==> src/rtl/fanout_repeater_tree.sv <==
// fanout_repeater_tree: pipelined, registered fanout tree. One WIDTH-bit word
// is replicated onto NUM_OUT channels through levels of registers in which no
// node feeds more than MAX_FANOUT children. The final level applies a
// per-channel inversion and a per-channel update enable.
//
// Valid semantics: in_valid marks in_data as a word on a rising edge where
// stall=0. Each level carries one valid bit that follows the word down the
// tree. There is no ready: stall=1 freezes every register and ignores the
// inputs, so upstream must keep presenting the word until stall drops.
module fanout_repeater_tree #(
    parameter int                 WIDTH      = 1,
    parameter int                 NUM_OUT    = 20,
    parameter int                 MAX_FANOUT = 4,
    parameter logic [NUM_OUT-1:0] INV_MASK   = {NUM_OUT{1'b1}}
) (
    input  logic                       clk,
    input  logic                       rst,
    input  logic                       in_valid,
    input  logic [WIDTH-1:0]           in_data,
    input  logic                       stall,
    input  logic [NUM_OUT-1:0]         chan_en,
    output logic                       out_valid,
    output logic [NUM_OUT*WIDTH-1:0]   out_data,
    output logic                       busy
);

    // Smallest level count whose fanout reach covers every channel (min 1).
    function automatic int calc_levels(input int n, input int mf);
        int lv;
        int reach;
        lv    = 1;
        reach = mf;
        for (int k = 0; k < 31; k++) begin
            if (reach < n) begin
                reach = reach * mf;
                lv++;
            end
        end
        return lv;
    endfunction

    localparam int LEVELS = calc_levels(NUM_OUT, MAX_FANOUT);

    // Node count of level lvl: ceil(NUM_OUT / MAX_FANOUT^(LEVELS-lvl)).
    function automatic int nodes_at(input int lvl);
        int span;
        span = 1;
        for (int k = 0; k < LEVELS - lvl; k++) begin
            span = span * MAX_FANOUT;
        end
        return (NUM_OUT + span - 1) / span;
    endfunction

    // Index of the first node of level lvl in the flat node array.
    function automatic int level_base(input int lvl);
        int b;
        b = 0;
        for (int k = 1; k < lvl; k++) begin
            b = b + nodes_at(k);
        end
        return b;
    endfunction

    localparam int TOTAL = level_base(LEVELS + 1);

    logic [WIDTH-1:0]  node_q [TOTAL];
    logic [WIDTH-1:0]  node_d [TOTAL];
    logic [LEVELS-1:0] v_q;      // v_q[l-1] is the valid bit of level l
    logic [LEVELS:0]   vin;      // vin[l] is v_l, with vin[0] = in_valid

    assign vin = {v_q, in_valid};

    // Next value of every node: load from its parent when the level above
    // held a word, otherwise keep the old value (bubbles do not disturb data).
    for (genvar l = 1; l <= LEVELS; l++) begin : g_lvl
        for (genvar j = 0; j < nodes_at(l); j++) begin : g_node
            localparam int IDX = level_base(l) + j;
            logic [WIDTH-1:0] src;

            if (l == 1) begin : g_root
                assign src = in_data;
            end else begin : g_inner
                assign src = node_q[level_base(l - 1) + j / MAX_FANOUT];
            end

            if (l == LEVELS) begin : g_leaf
                assign node_d[IDX] = (vin[l-1] && chan_en[j])
                                   ? (INV_MASK[j] ? ~src : src)
                                   : node_q[IDX];
            end else begin : g_mid
                assign node_d[IDX] = vin[l-1] ? src : node_q[IDX];
            end
        end
    end

    // Tree registers and valid chain; reset wins over stall, stall freezes all.
    always_ff @(posedge clk) begin
        if (rst) begin
            v_q <= '0;
            for (int i = 0; i < TOTAL; i++) begin
                node_q[i] <= '0;
            end
        end else if (!stall) begin
            v_q <= vin[LEVELS-1:0];
            for (int i = 0; i < TOTAL; i++) begin
                node_q[i] <= node_d[i];
            end
        end
    end

    for (genvar c = 0; c < NUM_OUT; c++) begin : g_out
        assign out_data[c*WIDTH +: WIDTH] = node_q[level_base(LEVELS) + c];
    end

    assign out_valid = v_q[LEVELS-1];
    assign busy      = |v_q;

endmodule
==> config.mk <==
export PLATFORM = sky130hd
export DESIGN_NAME = fanout_repeater_tree
export DESIGN_NICKNAME = d
export VERILOG_FILES = /design/src/rtl/fanout_repeater_tree.sv
export SDC_FILE = /design/constraint.sdc
export NUM_CORES = 1
export LEC_CHECK = 0
export BUFFER_PORTS_ARGS = -buffer_cell sky130_fd_sc_hd__buf_2
export CORE_AREA = 5 5 55 57
export CTS_CLUSTER_DIAMETER = 100
export DETAILED_ROUTE_END_ITERATION = 12
export DIE_AREA = 0 0 60 62
export PLACE_DENSITY = 0.77
export SLEW_MARGIN = 20
export SYNTH_ARGS = -nofsm -noshare
export SYNTH_HDL_FRONTEND = slang
export SYNTH_SLANG_ARGS = --single-unit
==> constraint.sdc <==
create_clock -name clk -period 1.4 [get_ports clk]
set_clock_uncertainty 0.05 [all_clocks]
set_input_delay 0.07 -clock clk [delete_from_list [all_inputs] [get_ports clk]]
set_output_delay 0.07 -clock clk [all_outputs]
set_load 0.1 [all_outputs]
==> Word level (Yosys, flattened, before mapping) <==
Memory sizes are Yosys's and may differ from the RTL's.
Index checks and enable logic that the tools add are counted.
{ "op_classes": {"n_mux": 59, "n_bitwise": 32, "n_reduce_logical": 21} }
{ "op_table": {"columns": ["operator", "n"], "rows": [
  ["two-way mux 1 bit", 59],
  ["bitwise OR 1 bit", 27],
  ["logical AND 1 bit", 20],
  ["NOT 1 bit", 5],
  ["OR reduction 3 bit", 1]
]} }
{ "totals": {"regBits": 3, "mem_bits_rw": 27, "inputBits": 25, "output_inout_bits": 22, "word_cells": 114, "n_memories": 1} }
{ "memory_table": {"columns": ["memory", "words", "word_bits", "read_ports", "rd_ports_with_merged_regs", "wr", "line", "text"], "rows": [
  ["node_q", 27, 1, 27, 0, 27, "66", "logic [WIDTH-1:0] node_q [TOTAL];"]
]} }

==> Depth between registers and ports, before layout <==
Gate-level depths: netlist (run 1).
{ "logic_depth": {"ltp_word": 4, "mapped_depth": 4, "depth_no_buf": 2} }

==> Worst setup path after synthesis (run 1) <==
Ideal clock, no wire load.
{ "synth_path": {"path_type": "register -> output", "from": "register v_q[2]", "to": "output busy", "arrival_ns": 1.522, "t_required_ns": 1.280, "setup_slack_ns": -0.242, "path_stages_with_launch": 2, "n_path_buf": 0, "path_cell_list": "dfxtp_1 or3_2"} }
{ "synth_between": {"elab_chain_len": 1} }
{ "synth_lines": {"columns": ["item", "line", "text"], "rows": [
  ["start, declared", "68", "logic [LEVELS-1:0] v_q;"],
  ["start signal, assigned", "104", "v_q <= vin[LEVELS-1:0];"],
  ["OR reduction 3 bit", "116", "assign busy = |v_q;"],
  ["end, declared", "24", "output logic busy"]
]} }
Every way passes these cells.

==> Worst setup path in the final report (run 1) <==
{ "layout_path": {"from": "register v_q[1]", "to": "output busy"} }
The elaborated chain is that of the path after synthesis.

==> impl_metrics.json, run 1 <==
{
  "cp_max_fo": 2,
  "synth_warnings": 0,
  "die_height_um": 62,
  "finalHoldViolations": 0,
  "route.detailed.drc": 0,
  "final_nets": 160,
  "antenna_cells": 0,
  "core-area_mm2": 0.00243,
  "min_path_type": "in -> reg",
  "synth_mux_area_share_pct": 0.949,
  "syn_area_per_cell_um2": 15.1,
  "synth.area.top_cells": "edfxtp_1, a21o_2, a21o_1, dfxtp_1, nand2b_1",
  "endpoint_kind": "output port",
  "synth_edf_count": 22,
  "synth_top_area_cell": "edfxtp_1",
  "crit_family": "simple AND/OR/NAND/NOR gates",
  "gp_congestion": 0.662,
  "max-clock-path-buffers": 2,
  "path_clk_slew_ns": 0.13,
  "firstDrtPassIters": 2,
  "setup_ws_ns": 0.0497,
  "synth_top_family_by_area": "compound AO/OA/AOI/OAI gates",
  "drive_gt1_share_pct": 50.7,
  "critPathRequiredTime_ns": 1.28,
  "viasPerCell": 4.77,
  "cts.sinks": 25,
  "fill_cells": 197,
  "cp.arrival_ns": 1.23,
  "slew_violations": 0,
  "tightestPinTransition_ns": 0.493,
  "finalInstanceArea_mm2": 0.00153,
  "wl_per_cell_um": 14.0,
  "root_buffer": "clkbuf_4",
  "ir_drop_mv": 0.839,
  "fp.dieArea_mm2": 0.00372,
  "path_cells": "or3_4 > buf_12",
  "synth_compound_area_share_pct": 17.2,
  "dp_hpwl_um": 1570,
  "critPathMaxStageDelay_ns": 0.39,
  "grt_overflow": 0,
  "p_leak_nw": 0.718,
  "synth-seq-cells": 25,
  "track_usage_pct": 12.2,
  "timing.final.crit_share_pct": 96.4,
  "detail-route-antenna-nets": 0,
  "syn-cell-area_mm2": 0.00105,
  "fp-row-count": 18,
  "slew_headroom_pct": 67.4,
  "cp.buffers_inverters": 1,
  "vias": 783,
  "layout_min_cycle_time_ns": 1.35,
  "synth_cell_types": 20,
  "placed_area_mm2": 0.00130,
  "max-cap-violations": 0,
  "grt_pass1_wl_um": 3420,
  "rsz0062_at_grt": "no",
  "synthCells": 70,
  "powerDensity_mw_per_mm2": 1100,
  "drt-initial-drc-count": 10,
  "cts_tree": "built",
  "io_buffers": 46,
  "grt_pass1_vias": 785,
  "synth_xor_area_share_pct": 0,
  "synth_common_cells": "edfxtp_1, a21o_1, a21o_2",
  "wirelength_um": 2290,
  "yosys.cell_count.top_type": "edfxtp_1",
  "critPathSlowestCell": "or3_4",
  "synth_top_area_share_pct": 62.6,
  "cts-buffers-inserted": 3,
  "synthFlopType": "edfxtp_1",
  "top_level_ports": 47,
  "area_growth_pct": 45.3,
  "fp.dieW_um": 60,
  "initial_core_util_pct": 43.4,
  "grt_max_degree": 22,
  "yosysSeqAreaShare_pct": 68.3,
  "path_class": "reg -> out",
  "pre_cts_slack_ns": 0.0194,
  "total_power_mw": 1.68,
  "htreeDepth": 1,
  "synth_fa_ha_area_share_pct": 0,
  "status": "completed",
  "synth-simple-area-share_pct": 9.02,
  "async_flop_share_pct": 0,
  "syn_nets": 95,
  "whs_ns": 0.0104,
  "setup_violations": 0,
  "startpoint_type": "flop",
  "clk_latency_ns": 0.30,
  "antenna_found_initial": 0,
  "timing.fmax_mhz": 741
}
[worst register-to-register path, delay by kind of cell (launching register included)]
family	cells	cell delay (ns)
and+or+nand+nor	1	0.13
buffers and inverters	2	0.29
DFF	1	0.36
AOI/OAI and AO/OA	1	0.21
[where the power goes]
| group | switching, mW | internal [mW] | leakage (nW) |
|---|---|---|---|
| Combinational | 0.375 | 0.128 | 0.453 |
| Sequential | 0.0124 | 0.861 | 0.251 |
| Clock | 0.197 | 0.111 | 0.0150 |
| Total | 0.584 | 1.10 | 0.718 |
[repair_timing]
item,in CTS,in global routing
resized for setup,7,0
setup buffers,1,1
endpoints found under the setup margin,1,19
hold buffers,13,3
pin swaps,1,0
hold endpoints to repair,13,3
[through the flow]
| step | utilization, % | cells | setup TNS, ns |
|---|---|---|---|
| 2_1_floorplan | - | 70 | -0.178 |
| 3_3_place_gp | 53.3 | 142 | 0 |
| 3_5_place_dp | 53.3 | 142 | 0 |
| 4_1_cts | 61.0 | 160 | 0 |
| 5_1_grt | 63.0 | 164 | 0 |
| 6_report | 63.0 | 164 | 0 |
[registers in the layout, summed over array words and instances (netlist names)]
name    count
node_q     22
v_q         3
[cell families after synthesis]
family                 after synthesis
AND/OR/NAND/NOR                     15
buffers and inverters                6
multiplexers                         1
flip-flops                          25
AO/OA/AOI/OAI                       23
[layout make-up]
class                   count  area, um^2  share of cell area [%]
clock buffers               4        26.3                    1.71
multi-input cells          39         295                    19.3
flip-flops and latches     25         726                    47.3
well taps                  30        37.5                    2.45
repair buffers             66         448                    29.2
[final timing paths]
check | depth (start not counted) | start | end | slack (ns)
worst min register to register | 2 | v_q[0] | v_q[0] | 0.45
worst min-delay path | 2 | chan_en[18] | node_q[0][25] | 0.01
worst max register to register | 4 | v_q[1] | node_q[0][10] | 0.13
worst max-delay path | 2 | v_q[1] | busy | 0.05
[metal layers]
metal,vias to the layer above,track usage (%),wire (um)
met4,0,2.85,0
met1,361,14.5,915
met3,0,3.31,250
met2,35,21.9,1130
li1,387,-,-
met5,-,0,0
[cells in the final DEF (no fill, tap or decap), drive strengths merged]
cell type / instances
a21oi: 2
edfxtp: 22
nor2b: 1
nor2: 2
buf: 50
nor3: 1
a21o: 19
mux2i: 1
clkbuf: 4
dlygate4sd3: 16
nand3b: 1
a21bo: 1
nand2: 2
nand2b: 5
nor3b: 2
or3: 1
a211oi: 1
dfxtp: 3
Power figures use the tool's default switching activity.
==> run 2: changes to the inputs <==
CTS_CLUSTER_SIZE = 12   (was unset)
clock period = 1.3 ns   (was 1.4 ns; I/O delays follow)
==> run 2 against run 1 <==
Compared with the run above: critical path depth stayed put; worst setup slack worse by 0.074 ns; the run now ends with negative setup slack left; largest power group unchanged; critical path type unchanged; wire length shrank 3.0%; combinational power up 8.7%; highest routed layer unchanged.
==> impl_metrics.json, run 2 (synthesis results as in run 1) <==
{
  "tightestPinTransition_ns": 0.493,
  "cp_max_fo": 2,
  "track_usage_pct": 12.3,
  "reg2regPathDepth": 4,
  "grt_pass1_wl_um": 3390,
  "layout_commonest_cell": "buf_2",
  "seq_area_um2": 723,
  "endpoint_kind": "output port",
  "final_nets": 161,
  "area_growth_pct": 47.0,
  "firstDrtPassIters": 3,
  "total_power_mw": 1.82,
  "critPathSlowestCell": "or3_4",
  "fp-row-count": 18,
  "multi_input_area_um2": 295,
  "whs_path_depth": 2,
  "r2r_end": "node_q[0][13]",
  "failed_checks": "negative setup slack",
  "startpoint_type": "flop",
  "dp_hpwl_um": 1590,
  "cts_tree": "built",
  "reg_top3": "node_q (22), v_q (3)",
  "r2r_start": "v_q[1]",
  "grt_pass1_vias": 822,
  "io_buffers": 46,
  "status": "complete, but fails checks",
  "ir_drop_mv": 0.915,
  "root_buffer": "clkbuf_4",
  "timing.final.crit_share_pct": 102,
  "layout_min_cycle_time_ns": 1.32,
  "rsz0062_at_grt": "yes",
  "finalHoldViolations": 0,
  "route.detailed.drc": 0,
  "antenna_found_initial": 0,
  "grt_max_degree": 20,
  "detail-route-antenna-nets": 0,
  "setup_ws_ns": -0.0242,
  "crit_family": "simple AND/OR/NAND/NOR gates",
  "fp.dieW_um": 60,
  "wl_per_cell_um": 13.5,
  "critPathRequiredTime_ns": 1.19,
  "drive_gt1_share_pct": 51.1,
  "cts.sinks": 25,
  "min_path_type": "in -> reg",
  "slew_headroom_pct": 67.4,
  "wirelength_um": 2220,
  "r2r_slack_ns": 0.06,
  "cp.buffers_inverters": 1,
  "cp.arrival_ns": 1.21,
  "drt-initial-drc-count": 5,
  "core-area_mm2": 0.00243,
  "cts-buffers-inserted": 3,
  "fin_util_pct": 63.7,
  "registers.top_by_ff_count": "node_q",
  "p_leak_nw": 0.728,
  "antenna_cells": 0,
  "max-cap-violations": 0,
  "slew_violations": 0,
  "top_level_ports": 47,
  "initial_core_util_pct": 43.4,
  "gp_congestion": 0.703,
  "largest_reg_flops": 22,
  "path_cells": "or3_4 > buf_12",
  "max-clock-path-buffers": 2,
  "critPathMaxStageDelay_ns": 0.39,
  "clk_latency_ns": 0.30,
  "powerDensity_mw_per_mm2": 1170,
  "hold_end": "node_q[0][26]",
  "worstHoldStart": "chan_en[19]",
  "setup_violations": 1,
  "timing.fmax_mhz": 755,
  "vias": 797,
  "viasPerCell": 4.83,
  "grt_overflow": 0,
  "path_clk_slew_ns": 0.13,
  "htreeDepth": 1,
  "final_cell_mix": "buf_2, edfxtp_1, dlygate4sd3_1, a21o_1, a21o_2",
  "fp.dieArea_mm2": 0.00372,
  "path_class": "reg -> out",
  "die_height_um": 62,
  "fill_cells": 194
}
[run 2: metrics by stage]
step,cell area [um^2],TNS (ns),hold slack (ns),worst slack (ns),cells
6_report,1550,-0.0242,0.00822,-0.0242,165
5_1_grt,1550,-0.0632,0.000907,-0.0632,165
4_1_cts,1540,-0.0375,0.000257,-0.0375,164
3_5_place_dp,1340,0,0.311,0.102,144
3_3_place_gp,1340,0,0.303,0.123,144
2_1_floorplan,1060,-0.355,0.188,-0.278,70
[run 2: metal layers]
| metal | GRT usage, % | part of all wire (%) | vias up |
|---|---|---|---|
| met4 | 2.85 | 0 | 0 |
| li1 | - | - | 387 |
| met2 | 23.6 | 52 | 35 |
| met3 | 3.72 | 11 | 0 |
| met5 | 0 | 0 | - |
| met1 | 13.0 | 37 | 375 |
[run 2: worst reg2reg max path: cells and delay by family, from the launching register on]
kind | cells | cell delay (ns)
AOI/OAI and AO/OA | 1 | 0.22
buffers and inverters | 2 | 0.28
DFF | 1 | 0.34
and+or+nand+nor | 1 | 0.13
[run 2: what timing repair did]
action / CTS / global route
gates resized for setup: 6 / 0
hold endpoints to repair: 15 / 1
hold buffers: 15 / 1
setup buffers: 1 / 0
endpoints found under the setup margin: 1 / 1
[run 2: cell type report]
class                      count  area share (%)
clock buffer                   4            1.69
multi-input combinational     39            19.0
sequential                    25            46.7
tap                           30            2.42
timing repair buffer          67            30.2
[run 2: worst max path at each step]
stage | start | to | depth (start not counted)
2_1_floorplan | node_q[0][17] | node_q[0][17] | 2
3_3_place_gp | v_q[1] | busy | 2
3_5_place_dp | v_q[1] | busy | 2
4_1_cts | v_q[1] | busy | 2
5_1_grt | v_q[1] | busy | 2
6_report | v_q[1] | busy | 2
[run 2: power by group]
part / internal, mW / switching (mW) / leakage (nW) / total [mW]
logic: 0.143 / 0.404 / 0.463 / 0.547
clock network: 0.119 / 0.207 / 0.0150 / 0.326
registers: 0.929 / 0.0133 / 0.250 / 0.942
==> run 3: changes to the inputs <==
CORE_AREA = 5 5 54 56   (was 5 5 55 57)
DIE_AREA = 0 0 59 61   (was 0 0 60 62)
PLACE_DENSITY = 0.8   (was 0.77)
clock period = 1.6 ns   (was 1.3 ns; I/O delays follow)
==> run 3 against run 2 <==
Compared with the run above: the run now ends clean; largest power group unchanged; critical path depth did not move; clock power fell by 19%; via count fell by 7.4%.
==> impl_metrics.json, run 3 (synthesis results as in run 1) <==
{
  "reg2regPathDepth": 2,
  "layout_min_cycle_time_ns": 1.53,
  "cp.buffers_inverters": 1,
  "core-area_mm2": 0.00239,
  "cts_setup_buffers": 0,
  "grt_max_degree": 30,
  "htreeDepth": 1,
  "gp_congestion": 0.681,
  "registers.top_by_ff_count": "node_q",
  "critPathSlowestCell": "or3_2",
  "total_power_mw": 1.44,
  "antenna_cells": 0,
  "wl_per_cell_um": 13.4,
  "fp.dieArea_mm2": 0.00360,
  "area_growth_pct": 32.7,
  "initial_core_util_pct": 44.2,
  "whs_path_depth": 2,
  "reg_top3": "node_q (22), v_q (3)",
  "clk_latency_ns": 0.30,
  "r2r_end": "node_q[0][15]",
  "path_class": "reg -> out",
  "track_usage_pct": 11.8,
  "worstHoldStart": "chan_en[15]",
  "path_cells": "or3_2 > buf_4",
  "rsz0062_at_grt": "no",
  "slew_violations": 0,
  "grt_pass1_vias": 727,
  "ir_drop_mv": 0.660,
  "route.detailed.drc": 0,
  "drt-initial-drc-count": 27,
  "grt_overflow": 0,
  "powerDensity_mw_per_mm2": 1030,
  "die_height_um": 61,
  "crit_family": "simple AND/OR/NAND/NOR gates",
  "whs_ns": 0.0245,
  "hold_end": "node_q[0][22]",
  "cts.sinks": 25,
  "clockPowerShare_pct": 18.3,
  "detail-route-antenna-nets": 0,
  "vias": 738,
  "dp_hpwl_um": 1560,
  "status": "completed",
  "timing.final.crit_share_pct": 95.4,
  "firstDrtPassIters": 4,
  "wirelength_um": 2060,
  "largest_reg_flops": 22,
  "cp.arrival_ns": 1.40,
  "swShare_pct": 34.7,
  "root_buffer": "clkbuf_4",
  "switchingPower_mw": 0.500,
  "fp.dieW_um": 59,
  "power_report.internal_total_mw": 0.941,
  "p_seq_share_pct": 53.2,
  "final_nets": 149,
  "placedCellCount": 142,
  "p_leak_nw": 0.664,
  "cts_tree": "built",
  "startpoint_type": "flop",
  "critPathMaxStageDelay_ns": 0.48,
  "max-clock-path-buffers": 2,
  "combinationalPowerShare_pct": 28.5,
  "max-cap-violations": 0,
  "setup_violations": 0,
  "timing.fmax_mhz": 655,
  "io_buffers": 46,
  "critPathRequiredTime_ns": 1.47,
  "path_clk_slew_ns": 0.12,
  "grt_pass1_wl_um": 3130,
  "antenna_found_initial": 0,
  "final_cell_mix": "buf_2, edfxtp_1, a21o_1, a21o_2, dlygate4sd3_1",
  "final-instance-count-excl-fill": 153,
  "endpoint_kind": "output port",
  "r2r_start": "v_q[1]",
  "viasPerCell": 4.82,
  "min_path_type": "in -> reg",
  "cp_max_fo": 6,
  "fp-row-count": 18,
  "cts-buffers-inserted": 3,
  "finalHoldViolations": 0,
  "top_level_ports": 47,
  "fin_tns_setup_ns": 0,
  "r2r_slack_ns": 0.23,
  "slew_headroom_pct": 64.7,
  "drive_gt1_share_pct": 53.7,
  "tightestPinTransition_ns": 0.527,
  "layout_commonest_cell": "buf_2"
}
## run 3: cell count changes in the layout (fill, tap and decap cells not counted), sizes merged
cell,delta
dlygate4sd3,-9
buf,-3
## run 3: per-stage QoR
stage	instance area (um^2)	util, %	worst slack [ns]
after floorplan	1060	-	0.0223
after global placement	1300	54.3	0.203
after detailed placement	1300	54.3	0.138
after CTS	1360	56.8	0.0449
after global routing	1400	58.6	0.0205
final	1400	58.6	0.0728
## run 3: timing repair
action,in CTS,in global routing
endpoints found under the hold margin,3,4
hold buffers,3,4
setup endpoints to repair,1,10
gates resized for setup,1,1
## run 3: worst max-delay path by stage
stage | start | endpoint | cells after the start
6_report | v_q[1] | busy | 2
5_1_grt | v_q[1] | busy | 2
4_1_cts | v_q[1] | busy | 2
3_5_place_dp | node_q[0][6] | node_q[0][7] | 1
3_3_place_gp | node_q[0][6] | node_q[0][9] | 1
2_1_floorplan | node_q[0][17] | node_q[0][17] | 2
## run 3: layer usage
metal	up-vias	part of all wire, %	global-route usage (%)
met2	36	49	20.0
li1	364	-	-
met3	0	11	3.62
met5	-	0	0
met1	338	40	14.2
met4	0	0	3.88
## run 3: worst register-to-register path, delay by kind of cell (launching register included)
family	cells	cell delay, ns
AO/OA/AOI/OAI	1	0.21
flip-flops	1	0.43
AND/OR/NAND/NOR	1	0.42
## run 3: area by class of cell
type	count	area (um^2)
tap	30	37.5
timing repair buffer	55	318
multi-input combinational	39	297
clock buffer	4	26.3
sequential	25	722
fill	213	987
## run 3: power by group through the flow
stage	Combinational (mW)	Clock, mW	Sequential (mW)
after floorplan	0.0791	0	1.03
after global placement	0.393	0	0.781
after detailed placement	0.398	0	0.782
after CTS	0.406	0.285	0.767
after global routing	0.426	0.305	0.772
final	0.410	0.263	0.767
